[src/rtl/universal_subtractor_seq_if.sv]
// Operand/result handshake bundle for the chunked subtractor.
// The master drives operands and accepts results; the slave is the subtractor.
interface universal_subtractor_seq_if #(
   parameter int WIDTH = 16
);
   logic             in_valid;
   logic             in_ready;
   logic [WIDTH-1:0] a;
   logic [WIDTH-1:0] b;
   logic [1:0]       op;
   logic             bin;
   logic             out_valid;
   logic             out_ready;
   logic [WIDTH-1:0] r;
   logic             borrow;
   logic             ovf;

   modport master (
      output in_valid, a, b, op, bin, out_ready,
      input  in_ready, out_valid, r, borrow, ovf
   );

   modport slave (
      input  in_valid, a, b, op, bin, out_ready,
      output in_ready, out_valid, r, borrow, ovf
   );
endinterface

[src/rtl/universal_subtractor_seq.sv]
// Multi-cycle subtractor: CHUNK bits per clock with a registered borrow chain,
// modes A-B, A-B-bin, B-A and |A-B| (negative results re-negated chunk-wise).
module universal_subtractor_seq #(
   parameter int WIDTH = 16,
   parameter int CHUNK = 4
) (
   input  logic                 clk,
   input  logic                 rst_n,
   universal_subtractor_seq_if.slave bus
);
   localparam int N  = WIDTH / CHUNK;
   localparam int CW = (N > 1) ? $clog2(N) : 1;

   typedef enum logic [1:0] {IDLE, RUN, NEG, DONE} state_t;

   state_t           state_q, state_d;
   logic [CW-1:0]    cnt_q, cnt_d;
   logic [WIDTH-1:0] x_q, x_d, y_q, y_d, r_q, r_d;
   logic [1:0]       op_q, op_d;
   logic             chain_q, chain_d;
   logic             borrow_q, borrow_d, ovf_q, ovf_d, ovalid_q, ovalid_d;
   logic [CHUNK:0]   diff, neg;
   logic             last;
   int               base;

   // chain_q carries the borrow in RUN and the increment carry in NEG
   always_comb begin
      base = int'(cnt_q) * CHUNK;
      last = (cnt_q == CW'(N - 1));
      diff = {1'b0, x_q[base +: CHUNK]} - {1'b0, y_q[base +: CHUNK]}
             - (CHUNK+1)'(chain_q);
      neg  = {1'b0, ~r_q[base +: CHUNK]} + (CHUNK+1)'(chain_q);
   end

   always_comb begin
      state_d  = state_q;
      cnt_d    = cnt_q;
      x_d      = x_q;
      y_d      = y_q;
      r_d      = r_q;
      op_d     = op_q;
      chain_d  = chain_q;
      borrow_d = borrow_q;
      ovf_d    = ovf_q;
      ovalid_d = ovalid_q;
      case (state_q)
         IDLE: begin
            if (bus.in_valid) begin
               x_d     = (bus.op == 2'b10) ? bus.b : bus.a;
               y_d     = (bus.op == 2'b10) ? bus.a : bus.b;
               op_d    = bus.op;
               chain_d = (bus.op == 2'b01) ? bus.bin : 1'b0;
               cnt_d   = '0;
               state_d = RUN;
            end
         end
         RUN: begin
            r_d[base +: CHUNK] = diff[CHUNK-1:0];
            chain_d = diff[CHUNK];
            cnt_d   = cnt_q + CW'(1);
            if (last) begin
               cnt_d    = '0;
               borrow_d = diff[CHUNK];
               ovf_d    = (op_q != 2'b11) && (x_q[WIDTH-1] != y_q[WIDTH-1])
                          && (diff[CHUNK-1] != x_q[WIDTH-1]);
               if (op_q == 2'b11 && diff[CHUNK]) begin
                  chain_d = 1'b1;
                  state_d = NEG;
               end else begin
                  ovalid_d = 1'b1;
                  state_d  = DONE;
               end
            end
         end
         NEG: begin
            r_d[base +: CHUNK] = neg[CHUNK-1:0];
            chain_d = neg[CHUNK];
            cnt_d   = cnt_q + CW'(1);
            if (last) begin
               cnt_d    = '0;
               ovalid_d = 1'b1;
               state_d  = DONE;
            end
         end
         DONE: begin
            if (bus.out_ready) begin
               ovalid_d = 1'b0;
               state_d  = IDLE;
            end
         end
         default: state_d = IDLE;
      endcase
   end

   always_ff @(posedge clk or negedge rst_n) begin
      if (!rst_n) state_q <= IDLE;
      else        state_q <= state_d;
   end

   always_ff @(posedge clk or negedge rst_n) begin
      if (!rst_n) begin
         cnt_q    <= '0;
         x_q      <= '0;
         y_q      <= '0;
         r_q      <= '0;
         op_q     <= 2'b00;
         chain_q  <= 1'b0;
         borrow_q <= 1'b0;
         ovf_q    <= 1'b0;
         ovalid_q <= 1'b0;
      end else begin
         cnt_q    <= cnt_d;
         x_q      <= x_d;
         y_q      <= y_d;
         r_q      <= r_d;
         op_q     <= op_d;
         chain_q  <= chain_d;
         borrow_q <= borrow_d;
         ovf_q    <= ovf_d;
         ovalid_q <= ovalid_d;
      end
   end

   assign bus.in_ready  = (state_q == IDLE);
   assign bus.out_valid = ovalid_q;
   assign bus.r         = r_q;
   assign bus.borrow    = borrow_q;
   assign bus.ovf       = ovf_q;
endmodule

[src/flat_wrapper.sv]
// flat-port wrapper written by rule: the top's interface ports become plain ports
module universal_subtractor_seq_flat 
#(
   parameter int WIDTH = 16,
   parameter int CHUNK = 4
)
  (clk, rst_n, bus_in_valid, bus_a, bus_b, bus_op, bus_bin, bus_out_ready, bus_in_ready, bus_out_valid, bus_r, bus_borrow, bus_ovf);
  universal_subtractor_seq_if #(.WIDTH(WIDTH)) bus_i ();
  input  logic clk;
  input  logic rst_n;
  input wire logic [$bits(bus_i.in_valid)-1:0] bus_in_valid;
  input wire logic [$bits(bus_i.a)-1:0] bus_a;
  input wire logic [$bits(bus_i.b)-1:0] bus_b;
  input wire logic [$bits(bus_i.op)-1:0] bus_op;
  input wire logic [$bits(bus_i.bin)-1:0] bus_bin;
  input wire logic [$bits(bus_i.out_ready)-1:0] bus_out_ready;
  output wire logic [$bits(bus_i.in_ready)-1:0] bus_in_ready;
  output wire logic [$bits(bus_i.out_valid)-1:0] bus_out_valid;
  output wire logic [$bits(bus_i.r)-1:0] bus_r;
  output wire logic [$bits(bus_i.borrow)-1:0] bus_borrow;
  output wire logic [$bits(bus_i.ovf)-1:0] bus_ovf;
  assign bus_i.in_valid = bus_in_valid;
  assign bus_i.a = bus_a;
  assign bus_i.b = bus_b;
  assign bus_i.op = bus_op;
  assign bus_i.bin = bus_bin;
  assign bus_i.out_ready = bus_out_ready;
  assign bus_in_ready = bus_i.in_ready;
  assign bus_out_valid = bus_i.out_valid;
  assign bus_r = bus_i.r;
  assign bus_borrow = bus_i.borrow;
  assign bus_ovf = bus_i.ovf;
  universal_subtractor_seq #(.WIDTH(WIDTH), .CHUNK(CHUNK)) u_core (.clk(clk), .rst_n(rst_n), .bus(bus_i));
endmodule
[config.mk]
export PLATFORM = sky130hd
export DESIGN_NAME = universal_subtractor_seq_flat
export DESIGN_NICKNAME = d
export VERILOG_FILES = /design/src/rtl/universal_subtractor_seq_if.sv /design/src/rtl/universal_subtractor_seq.sv /design/src/flat_wrapper.sv
export SDC_FILE = /design/constraint.sdc
export NUM_CORES = 1
export LEC_CHECK = 0
export ABC_AREA = 1
export BUFFER_PORTS_ARGS = -buffer_cell sky130_fd_sc_hd__buf_2
export CORE_ASPECT_RATIO = 1.5
export CORE_MARGIN = 4
export CORE_UTILIZATION = 45
export CTS_BUF_LIST = sky130_fd_sc_hd__clkbuf_16
export CTS_CLUSTER_DIAMETER = 30
export DETAILED_ROUTE_END_ITERATION = 16
export PLACE_DENSITY = 0.76
export SYNTH_ARGS = -nofsm -noshare
export SYNTH_HDL_FRONTEND = slang
export SYNTH_SLANG_ARGS = --single-unit
[constraint.sdc]
create_clock -name clk -period 3 [get_ports clk]
set_input_delay 0.6 -clock clk [delete_from_list [all_inputs] [get_ports clk]]
set_output_delay 0.6 -clock clk [all_outputs]
set_load 0.01 [all_outputs]
==> summary.md, run 1 <==
| Metric | Value |
|---|---|
| Ys async rst share | `100.0%` |
| Skew-Pair Late Insertion Delay | `0.33 ns` |
| Comb power frac | `51.1%` |
| Unrepaired setup endpoints after global routing | `false` |
| Reg clk slew, reported paths | `0.05 ns` |
| Startpoint types | `flip-flop` |
| Vias in the first global route | `3217` |
| Initial antenna violation count | `0` |
| CP max stage delay | `0.46 ns` |
| R2R cell count | `14` |
| CTS H-tree lvls | `3` |
| Via density | `5.349` |
| WL final | `8789 um` |
| Dpl ws | `0.3208 ns` |
| Max frequency | `378.1 MHz` |
| Syn. warnings | `0` |
| Maximum vdd ir drop | `0.6927 mV` |
| Synth Instances | `454` |
| Arrival time at the worst endpoint | `2.86 ns` |
| FF-to-FF Start | `u_core.cnt_q[0]` |
| Final Hold Fails | `0` |
| Largest cells by area after synthesis | `dfrtp_1 42%, o21ai_0 12%, nand2_1 12%, nor2_1 5.4%, ha_1 5.1%` |
| Setup TNS Final | `0 ns` |
| Final HPWL DP | `6586 um` |
| Pwr/cell area | `1244 nW/um^2` |
| Crit Path Category | `reg -> reg` |
| Chip width | `79.45 um` |
| TritonCTS Sinks | `58` |
| GP Congestion | `0.9178` |
| Distinct cells, synth | `29` |
| DR iter-0 viols | `170` |
| Clock Skew | `0.005744 ns` |
| Worst Hold Slack | `0.3883 ns` |
| Clk pwr share | `22.6%` |
| Share of power burned in registers | `26.4%` |
| Register bit count reported by yosys | `58` |
| Crit-path most repeated cell | `nand2_1` |
| Router iterations before antenna repair | `4` |
| Switching Share | `44.05%` |
| Residual DRC count | `0` |
| Req. time, crit path | `3.22 ns` |
| Avg Synthesized Cell Area | `7.590 sq um` |
| Cell taking the most area after synthesis | `dfrtp_1` |
| Number of flops mapped to enable cells by yosys | `0` |
| Root Buffer | `clkbuf_16` |
| Tightest Pin Transition | `0.9311 ns` |
| Syn_nets | `509` |
| IO Count | `59` |
| Ant. Diodes | `0` |
| Area of the die | `9150 sq um` |
| Net count, final | `566` |
| Max_cap viols | `0` |
| Final core occ | `56.59%` |
| All-layer global routing usage | `20.67%` |
| CP Max Fanout | `10` |
| Critical register-to-register path endpoint | `u_core.state_q[0]` |
| Net Sw Power | `2.286 mW` |
| Leakage power | `2.076 nW` |
| IO buf count | `58` |
| Syn-to-layout area delta | `21.02%` |
| Total grt overflow | `0` |
| Slew Limit Fails | `0` |
| Total clock buffers created by CTS | `9` |
| Final worst-path cycle share | `88.16%` |
| Initial core utilization | `46.76%` |
| Outcome | `completed` |
| Worst setup EP type | `flip-flop` |
| Cell Rows | `38` |
| Min Tclk post-route | `2.645 ns` |
| Post-synth top area share | `42.12%` |
| Wire per inst | `14.27 um` |
| Crit-path slowest cell | `fa_1` |
| Slew headroom | `37.86%` |
| Setup slack after layout | `0.3551 ns` |
| WP buf/inv | `2` |
| Die Ht | `115.2 um` |
| CP Cell Sequence | `buf_4, a21oi_1, a21oi_1, fa_1, fa_1, inv_1, nand2_1, nand2_1, nand2_1, nand2_1, nand2_1, o21ai_0, a21oi_1, a21o_1` |
| Share of cells above drive strength 1 | `21.51%` |
| Total number of vias | `3295` |
| First-pass GRT wire length | `14780 um` |
| CP delay by family, top | `adder cells` |
| Seq/Total Area, Yosys | `42.12%` |
| Int Power | `2.903 mW` |
| Post-CTS Setup Inserts | `0` |
| Setup violators final | `0` |
| Clock Path Buffers | `2` |
| CTS tree | `yes` |
| Synth Cell Area | `3446 sq um` |
| Pin count of the biggest net entering global routing | `43` |
| Worst Hold Class | `in -> async` |
| Core area | `7370 sq um` |
| CTS Hold Bufs | `0` |
| Synth Flop Type | `dfrtp_1` |
| R2R setup slack | `0.36 ns` |
| Antenna Nets Post-Route | `0` |
-- power by group through the flow --
stage / Combinational [mW] / Sequential, mW / Clock [mW]
3_5_place_dp: 2.63 / 1.37 / 0
3_3_place_gp: 2.56 / 1.37 / 0
2_1_floorplan: 1.96 / 1.35 / 0
5_1_grt: 3.03 / 1.41 / 1.23
4_1_cts: 2.65 / 1.37 / 1.18
6_report: 2.65 / 1.37 / 1.17
-- worst reg2reg max path, delay by kind of cell (launching register included) --
family                   cells  cell delay (ns)
flip-flops                   1             0.45
AO/OA/AOI/OAI                5             0.60
adder cells (fa/ha/maj)      2             0.91
buffers and inverters        2             0.27
AND/OR/NAND/NOR              5             0.31
-- final cells by class --
type,count,area [sq um]
fillers,689,3199
multi-input cells,338,1750
flip-flops and latches,58,1453
repair buffers,68,365.4
clock buffers,9,225.2
inverters,36,135.1
well taps,100,125.1
clock inverters,7,116.4
-- cell usage after synthesis, types with 2 or more instances --
cell and count:
fa_1 2, o21ai_1 2, nand4_1 5, nand2_2 11, clkbuf_1 13, nand3_1 18
a22o_1 2, o21ai_0 84, o22ai_1 12, buf_6 2, nand3_2 6, o21ai_2 2
inv_1 33, a21oi_1 12, inv_2 3, ha_1 14, a32o_1 3, nand2_1 107
nor2_2 2, nor2_1 50, dfrtp_1 58, buf_2 6
-- metal layers --
layer / track usage (%) / share of wire [%] / vias to the layer above
met2: 34.36 / 51 / 89
li1: - / - / 1626
met1: 24.69 / 41 / 1546
met5: 0 / 0 / -
met3: 4.781 / 5.1 / 34
met4: 10.89 / 3.6 / 0
-- per-stage QoR --
stage          area [sq um]  power, mW  std cells
2_1_floorplan          3446      3.308        454
3_3_place_gp           3827      3.929        600
3_5_place_dp           3827      4.005        600
4_1_cts                4169      5.199        616
5_1_grt                4170      5.667        616
6_report               4170      5.189        616
-- kinds of logic after synthesis --
family          synth area share [%]
compound gates                 18.52
xor+xnor                      0.2542
fa+ha+maj                      6.246
buf+inv                        7.081
flops                          42.12
simple gates                   25.78
-- layout by cell type (no fill, tap or decap) --
cell type | synthesis | routed
nand4_2 | 1 | 1
ha_1 | 14 | 14
nor2_2 | 2 | 2
inv_2 | 3 | 3
a32o_1 | 3 | 3
o21ai_0 | 84 | 84
buf_4 | 1 | 10
o21ai_2 | 2 | 2
nand3_1 | 18 | 18
a22o_1 | 2 | 2
xnor2_1 | 1 | 1
a21o_1 | 1 | 1
fa_1 | 2 | 2
nor2_1 | 50 | 50
clkinv_2 | 0 | 2
nand2_1 | 107 | 107
dfrtp_2 | 0 | 1
and2_1 | 1 | 1
clkbuf_16 | 0 | 9
dfrtp_1 | 58 | 57
o22ai_1 | 12 | 12
inv_6 | 0 | 1
nand2_2 | 11 | 11
nor3_1 | 1 | 1
nand4_1 | 5 | 5
a21oi_1 | 12 | 12
clkinvlp_4 | 0 | 1
nor4_2 | 1 | 1
buf_2 | 6 | 58
inv_1 | 33 | 33
nand3_2 | 6 | 6
o21ai_1 | 2 | 2
bufinv_16 | 0 | 3
-- registers in the layout, indices dropped and copies added, names as in the netlist --
register / count
u_core.bus.r: 16
u_core.chain_q: 1
u_core.state_q: 2
u_core.op_q: 2
u_core.cnt_q: 2
u_core.bus.out_valid: 1
u_core.bus.ovf: 1
u_core.y_q: 16
u_core.bus.borrow: 1
u_core.x_q: 16
-- worst max path at each step --
stage,startpoint,end,cells after the start
after floorplan,u_core.cnt_q[0],u_core.state_q[0],16
final,u_core.cnt_q[0],u_core.state_q[0],14
after CTS,u_core.cnt_q[0],u_core.state_q[0],15
after global placement,u_core.cnt_q[0],u_core.state_q[0],15
after detailed placement,u_core.cnt_q[0],u_core.state_q[0],15
after global routing,u_core.cnt_q[0],u_core.bus.out_valid,16
-- timing repair --
item | 4_1_cts | 5_1_grt
setup endpoints to repair | 0 | 1
gates resized for setup | 0 | 1
hold endpoints to repair | 0 | 0
(Power assumes the default switching activity.)
==> run 2: changes to the inputs <==
--- a/config.mk
+++ b/config.mk
@@ -13,7 +13,7 @@
 export CTS_BUF_LIST = sky130_fd_sc_hd__clkbuf_16
 export CTS_CLUSTER_DIAMETER = 30
 export DETAILED_ROUTE_END_ITERATION = 16
-export PLACE_DENSITY = 0.76
+export PLACE_DENSITY = 0.79
 export SYNTH_ARGS = -nofsm -noshare
 export SYNTH_HDL_FRONTEND = slang
 export SYNTH_SLANG_ARGS = --single-unit
==> constraint.sdc (replaced) <==
create_clock -name clk -period 2.2 [get_ports clk]
set_input_delay 0.44 -clock clk [delete_from_list [all_inputs] [get_ports clk]]
set_output_delay 0.44 -clock clk [all_outputs]
set_load 0.01 [all_outputs]
==> run 2 against run 1 <==
The run now ends with setup timing left; combinational power up 92%; count of clock-buffer cells in the layout did not move; critical path type unchanged; clock skew up 0.0021 ns; utilization up 4.1 points; largest cell class unchanged; critical endpoint is now u_core.chain_q; highest routed layer unchanged.
==> summary.md, run 2 (synthesis gave the netlist of run 1 again) <==
| Metric | Value |
|---|---|
| Slew headroom | `65.47% (was 37.86%)` |
| TritonCTS Sinks | `58 (unchanged)` |
| Final core occ | `60.70% (was 56.59%)` |
| IO Count | `59 (unchanged)` |
| Placed Instance Area | `3954 sq um (was 3827 sq um)` |
| Skew-Pair Late Insertion Delay | `0.33 ns (about the same)` |
| CTS H-tree lvls | `3 (unchanged)` |
| Dpl ws | `-0.2521 ns (was 0.3208 ns)` |
| Max_cap viols | `0 (unchanged)` |
| Pin count of the biggest net entering global routing | `43 (unchanged)` |
| Worst setup EP type | `flip-flop (unchanged)` |
| Setup TNS Final | `-1.145 ns (was 0 ns)` |
| Reg clk slew, reported paths | `0.05 ns (about the same)` |
| CP Max Fanout | `6 (was 10)` |
| CP Cell Sequence | `buf_6, o21ai_2, a21oi_2, fa_2, fa_2, inv_2, nand2_2, nand2_2, nand2_1, nand2_1, nand2_2, inv_2, nand2_2, nand3_2, nand3_2, o21ai_1 (was buf_4, a21oi_1, a21oi_1, fa_1, fa_1, inv_1, nand2_1, nand2_1, nand2_1, nand2_1, nand2_1, o21ai_0, a21oi_1, a21o_1)` |
| Arrival time at the worst endpoint | `2.65 ns (was 2.86 ns)` |
| Antenna Nets Post-Route | `0 (unchanged)` |
| Net count, final | `585 (was 566)` |
| Chip width | `79.45 um (unchanged)` |
| Total clock buffers created by CTS | `9 (unchanged)` |
| Maximum vdd ir drop | `0.9021 mV (was 0.6927 mV)` |
| Total number of vias | `3467 (was 3295)` |
| R2R setup slack | `-0.20 ns (was 0.36 ns)` |
| Setup violators final | `13 (was 0)` |
| Core area | `7370 sq um (unchanged)` |
| Req. time, crit path | `2.45 ns (was 3.22 ns)` |
| Most frequent cells in the layout | `98 x nand2_1, 70 x o21ai_0, 58 x buf_2 (was 107 x nand2_1, 84 x o21ai_0, 58 x buf_2)` |
| Setup slack after layout | `-0.2034 ns (was 0.3551 ns)` |
| Share of cells above drive strength 1 | `31.09% (was 21.51%)` |
| CTS Hold Bufs | `0 (unchanged)` |
| Crit path launch | `u_core.cnt_q[0] (unchanged)` |
| CP delay by family, top | `adder cells (unchanged)` |
| Pwr/cell area | `1846 nW/um^2 (was 1244 nW/um^2)` |
| Clock Skew | `0.007875 ns (was 0.005744 ns)` |
| Wire per inst | `14.82 um (was 14.27 um)` |
| Slew Limit Fails | `0 (unchanged)` |
| Min Tclk post-route | `2.403 ns (was 2.645 ns)` |
| FF-to-FF Start | `u_core.cnt_q[0] (unchanged)` |
| Crit Path Category | `reg -> reg (unchanged)` |
| WL final | `9395 um (was 8789 um)` |
| WP buf/inv | `3 (was 2)` |
| Final Hold Fails | `0 (unchanged)` |
| DR iter-0 viols | `196 (was 170)` |
| Area of the die | `9150 sq um (unchanged)` |
| Max frequency | `416.1 MHz (was 378.1 MHz)` |
| Outcome | `finished with violations (was completed)` |
| Via density | `5.468 (was 5.349)` |
| Total grt overflow | `0 (unchanged)` |
| Leakage power | `2.187 nW (was 2.076 nW)` |
| Failing checks | `setup timing` |
| Die Ht | `115.2 um (unchanged)` |
| Ant. Diodes | `0 (unchanged)` |
| CTS tree | `yes (unchanged)` |
| Initial core utilization | `46.76% (unchanged)` |
| Tightest Pin Transition | `0.5180 ns (was 0.9311 ns)` |
| Clock Path Buffers | `2 (unchanged)` |
| All-layer global routing usage | `22.03% (was 20.67%)` |
| Final worst-path cycle share | `109.2% (was 88.16%)` |
| Final HPWL DP | `6828 um (was 6586 um)` |
| Initial antenna violation count | `0 (unchanged)` |
| Crit-path most repeated cell | `nand2_2 (was nand2_1)` |
| Startpoint types | `flip-flop (unchanged)` |
| Root Buffer | `clkbuf_16 (unchanged)` |
| First-pass GRT wire length | `15640 um (was 14780 um)` |
| Syn-to-layout area delta | `29.81% (was 21.02%)` |
| IO buf count | `58 (unchanged)` |
| Router iterations before antenna repair | `5 (was 4)` |
| Fin area | `4473 sq um (was 4170 sq um)` |
| Commonest non-fill, non-tap cell in the layout | `nand2_1 (unchanged)` |
| Cell Rows | `38 (unchanged)` |
| CP max stage delay | `0.45 ns (was 0.46 ns)` |
| Worst Hold Class | `in -> async (unchanged)` |
| Vias in the first global route | `3442 (was 3217)` |
| Crit-path slowest cell | `dfrtp_2 (was fa_1)` |
| Residual DRC count | `0 (unchanged)` |
| Unrepaired setup endpoints after global routing | `true (was false)` |
| GP Congestion | `0.9468 (was 0.9178)` |
run 2: changes by cell type in the layout (fill, tap and decap cells not counted), sizes merged:
| cell | delta |
|---|---|
| buf | +19 |
| bufinv | -2 |
| clkinv | +2 |
| clkinvlp | -1 |
run 2: metrics by stage:
step | hold slack (ns) | power (mW) | instances
after CTS | 0.08956 | 7.477 | 631
final | 0.08209 | 8.258 | 634
after global routing | 0.1350 | 8.887 | 634
after detailed placement | 0.4456 | 5.867 | 613
after global placement | 0.4452 | 5.723 | 613
after floorplan | 0.1444 | 4.589 | 454
run 2: routing by layer:
metal / vias to the layer above / global-route usage, % / routed length, um
met2: 128 / 37.70 / 4905
met1: 1628 / 24.08 / 3534
met3: 37 / 5.094 / 512
li1: 1674 / - / -
met5: - / 0 / 0
met4: 0 / 14.45 / 443
run 2: what timing repair did:
action                                  in CTS  in global routing
hold endpoints to repair                     0                  0
gates resized for setup                     19                 39
buffers inserted                             3                  3
pin swaps                                    8                 17
endpoints found under the setup margin      16                 16
run 2: cell type report:
| cell class | instances | area, sq um |
|---|---|---|
| fill | 612 | 2897 |
| multi-input combinational | 338 | 1946 |
| sequential | 58 | 1453 |
| timing repair buffer | 87 | 539.3 |
| clock buffer | 9 | 225.2 |
| inverter | 36 | 135.1 |
| tap | 100 | 125.1 |
| clock inverter | 6 | 50.05 |
run 2: final timing paths:
path                                    to  cells after the start
max reg2reg                 u_core.chain_q                     16
min                          u_core.x_q[2]                      1
max                         u_core.chain_q                     16
min in group clk            u_core.op_q[0]                      3
max in group asynchronous  u_core.cnt_q[0]                      2
min reg2reg                 u_core.bus.ovf                      2
run 2: where the power goes:
part           total [mW]  leakage, nW  internal [mW]  switching, mW
Clock                1.30        0.139          0.848          0.451
Combinational        5.09         1.31           2.10           2.99
Sequential           1.87        0.738           1.55          0.318
==> run 3: changes to the inputs <==
==> constraint.sdc (replaced) <==
create_clock -name clk -period 2.2 [get_ports clk]
set_input_delay 0.44 -clock clk [delete_from_list [all_inputs] [get_ports clk]]
set_output_delay 0.44 -clock clk [all_outputs]
set_load 0.1 [all_outputs]
==> run 3 against run 2 <==
The flow still finishes with violations (setup timing); cell count rose by 0.47%; register-to-register slack got worse by 0.04 ns; critical path depth shrank 2; count of clock-buffer cells in the layout unchanged; design area rose by 2.1%; sequential share of layout area shrank 0.59 points; clock skew rose by 0.00089 ns; setup slack got worse by 0.037 ns; global-route usage about the same; hold slack got worse by 0.0031 ns; highest routed layer unchanged.
==> summary.md, run 3 (synthesis gave the netlist of run 1 again) <==
| Metric | Value |
|---|---|
| Outcome | `finished with violations (unchanged)` |
| Failing checks | `setup timing (unchanged)` |
| Max_cap viols | `0 (unchanged)` |
| Area of the die | `9150 sq um (unchanged)` |
| Wire per inst | `14.96 um (was 14.82 um)` |
| Residual DRC count | `0 (unchanged)` |
| Via density | `5.447 (was 5.468)` |
| CTS tree | `yes (unchanged)` |
| Slew Limit Fails | `0 (unchanged)` |
| Initial antenna violation count | `0 (unchanged)` |
| CP Cell Sequence | `buf_4, a21oi_2, a21oi_2, fa_2, fa_2, inv_2, nand2_4, nand2_4, nand2_2, nand2_2, nand2_2, o21ai_1, a21oi_1, a21o_1 (was buf_6, o21ai_2, a21oi_2, fa_2, fa_2, inv_2, nand2_2, nand2_2, nand2_1, nand2_1, nand2_2, inv_2, nand2_2, nand3_2, nand3_2, o21ai_1)` |
| Core area | `7370 sq um (unchanged)` |
| Share of cells above drive strength 1 | `33.15% (was 31.09%)` |
| Router iterations before antenna repair | `4 (was 5)` |
| Startpoint types | `flip-flop (unchanged)` |
| Total number of vias | `3470 (was 3467)` |
| Total grt overflow | `0 (unchanged)` |
| All-layer global routing usage | `22.00% (was 22.03%)` |
| Root Buffer | `clkbuf_16 (unchanged)` |
| Crit Path Category | `reg -> reg (unchanged)` |
| First-pass GRT wire length | `15590 um (was 15640 um)` |
| Slew headroom | `65.44% (was 65.47%)` |
| Pin count of the biggest net entering global routing | `43 (unchanged)` |
| Final Hold Fails | `0 (unchanged)` |
| Final worst-path cycle share | `110.9% (was 109.2%)` |
| Tightest Pin Transition | `0.5142 ns (was 0.5180 ns)` |
| Req. time, crit path | `2.42 ns (was 2.45 ns)` |
| Reg clk slew, reported paths | `0.05 ns (about the same)` |
| Final HPWL DP | `6669 um (was 6828 um)` |
| Final core occ | `61.99% (was 60.70%)` |
| Clock Path Buffers | `2 (unchanged)` |
| DR iter-0 viols | `247 (was 196)` |
| Crit-path slowest cell | `dfrtp_2 (unchanged)` |
| CP max stage delay | `0.44 ns (was 0.45 ns)` |
| Clock Skew | `0.008765 ns (was 0.007875 ns)` |
| Setup slack after layout | `-0.2399 ns (was -0.2034 ns)` |
| Setup violators final | `13 (unchanged)` |
| Crit-path most repeated cell | `nand2_2 (unchanged)` |
| WL final | `9531 um (was 9395 um)` |
| Ant. Diodes | `0 (unchanged)` |
| Worst setup EP type | `flip-flop (unchanged)` |
| Storage element area | `1456 sq um (was 1453 sq um)` |
| IO buf count | `58 (unchanged)` |
| TritonCTS Sinks | `58 (unchanged)` |
| Chip width | `79.45 um (unchanged)` |
| Total clock buffers created by CTS | `9 (unchanged)` |
| Arrival time at the worst endpoint | `2.66 ns (was 2.65 ns)` |
| GP Congestion | `0.8994 (was 0.9468)` |
| Most frequent cells in the layout | `95 x nand2_1, 70 x o21ai_0, 58 x buf_2 (was 98 x nand2_1, 70 x o21ai_0, 58 x buf_2)` |
| Area of the multi-input gates | `2009 sq um (was 1946 sq um)` |
| IO Count | `59 (unchanged)` |
| Initial core utilization | `46.76% (unchanged)` |
| Commonest non-fill, non-tap cell in the layout | `nand2_1 (unchanged)` |
| Vias in the first global route | `3438 (was 3442)` |
| Cell Rows | `38 (unchanged)` |
| Max frequency | `409.9 MHz (was 416.1 MHz)` |
| Antenna Nets Post-Route | `0 (unchanged)` |
| Die Ht | `115.2 um (unchanged)` |
| Min Tclk post-route | `2.440 ns (was 2.403 ns)` |
| CP Max Fanout | `6 (unchanged)` |
| Syn-to-layout area delta | `32.57% (was 29.81%)` |
| Net count, final | `589 (was 585)` |
| # fillers | `606 (was 612)` |
| Worst Hold Class | `in -> async (unchanged)` |
| CTS H-tree lvls | `3 (unchanged)` |
| Skew-Pair Late Insertion Delay | `0.34 ns (was 0.33 ns)` |
| Unrepaired setup endpoints after global routing | `true (unchanged)` |
==> run 3: critical path, delay by kind of cell (launching register included) <==
family                   cells  cell delay, ns
adder cells (fa/ha/maj)      2            0.80
AO/OA/AOI/OAI                5            0.55
flip-flops                   1            0.44
buffers and inverters        2            0.24
AND/OR/NAND/NOR              5            0.31
==> run 3: per-stage QoR <==
stage	hold WS, ns	setup TNS (ns)	instance area (sq um)	instances	setup WS (ns)
after global routing	0.09965	-3.131	4568	637	-0.3569
after CTS	0.07540	-1.302	4420	635	-0.2118
after detailed placement	0.4323	-2.495	4003	617	-0.2935
after global placement	0.4239	-1.658	4003	617	-0.2186
after floorplan	0.1444	-1.976	3487	454	-0.3172
final	0.07895	-1.455	4568	637	-0.2399
==> run 3: layer usage <==
layer	share of wire [%]	vias up	wire, um	global-route usage [%]
li1	-	1666	-	-
met1	35	1629	3378	23.74
met2	54	134	5108	37.93
met3	6.1	41	585	6.505
met4	4.8	0	458	12.50
met5	0	-	0	0
==> run 3: layout make-up <==
class	instances	area share, %
Multi-Input combinational cell	338	43.99
Sequential cell	58	31.88
Timing Repair Buffer	91	13.06
Clock buffer	9	4.930
Inverter	36	2.958
Tap cell	100	2.739
Clock inverter	5	0.4382
==> run 3: path summary, 6_finish.rpt <==
kind	from	endpoint	slack, ns	cells past startpoint
max in group asynchronous	rst_n	u_core.bus.r[0]	1.84	2
min in group clk	bus_op[0]	u_core.op_q[0]	0.34	3
worst min register to register	u_core.op_q[1]	u_core.op_q[1]	0.48	2
worst min-delay path	rst_n	u_core.x_q[2]	0.08	2
worst max register to register	u_core.cnt_q[0]	u_core.state_q[0]	-0.24	14
worst max-delay path	u_core.cnt_q[0]	u_core.state_q[0]	-0.24	14
==> run 3: repair_timing <==
| action | CTS | global route |
|---|---|---|
| buffers inserted | 5 | 2 |
| hold buffers | 0 | 0 |
| resized for setup | 38 | 36 |
| pin swaps | 15 | 14 |
| endpoints found under the setup margin | 16 | 16 |
Power of run 3 is not shown: default switching activity piles up to over one toggle a cycle in this logic, so the estimate is an artifact.
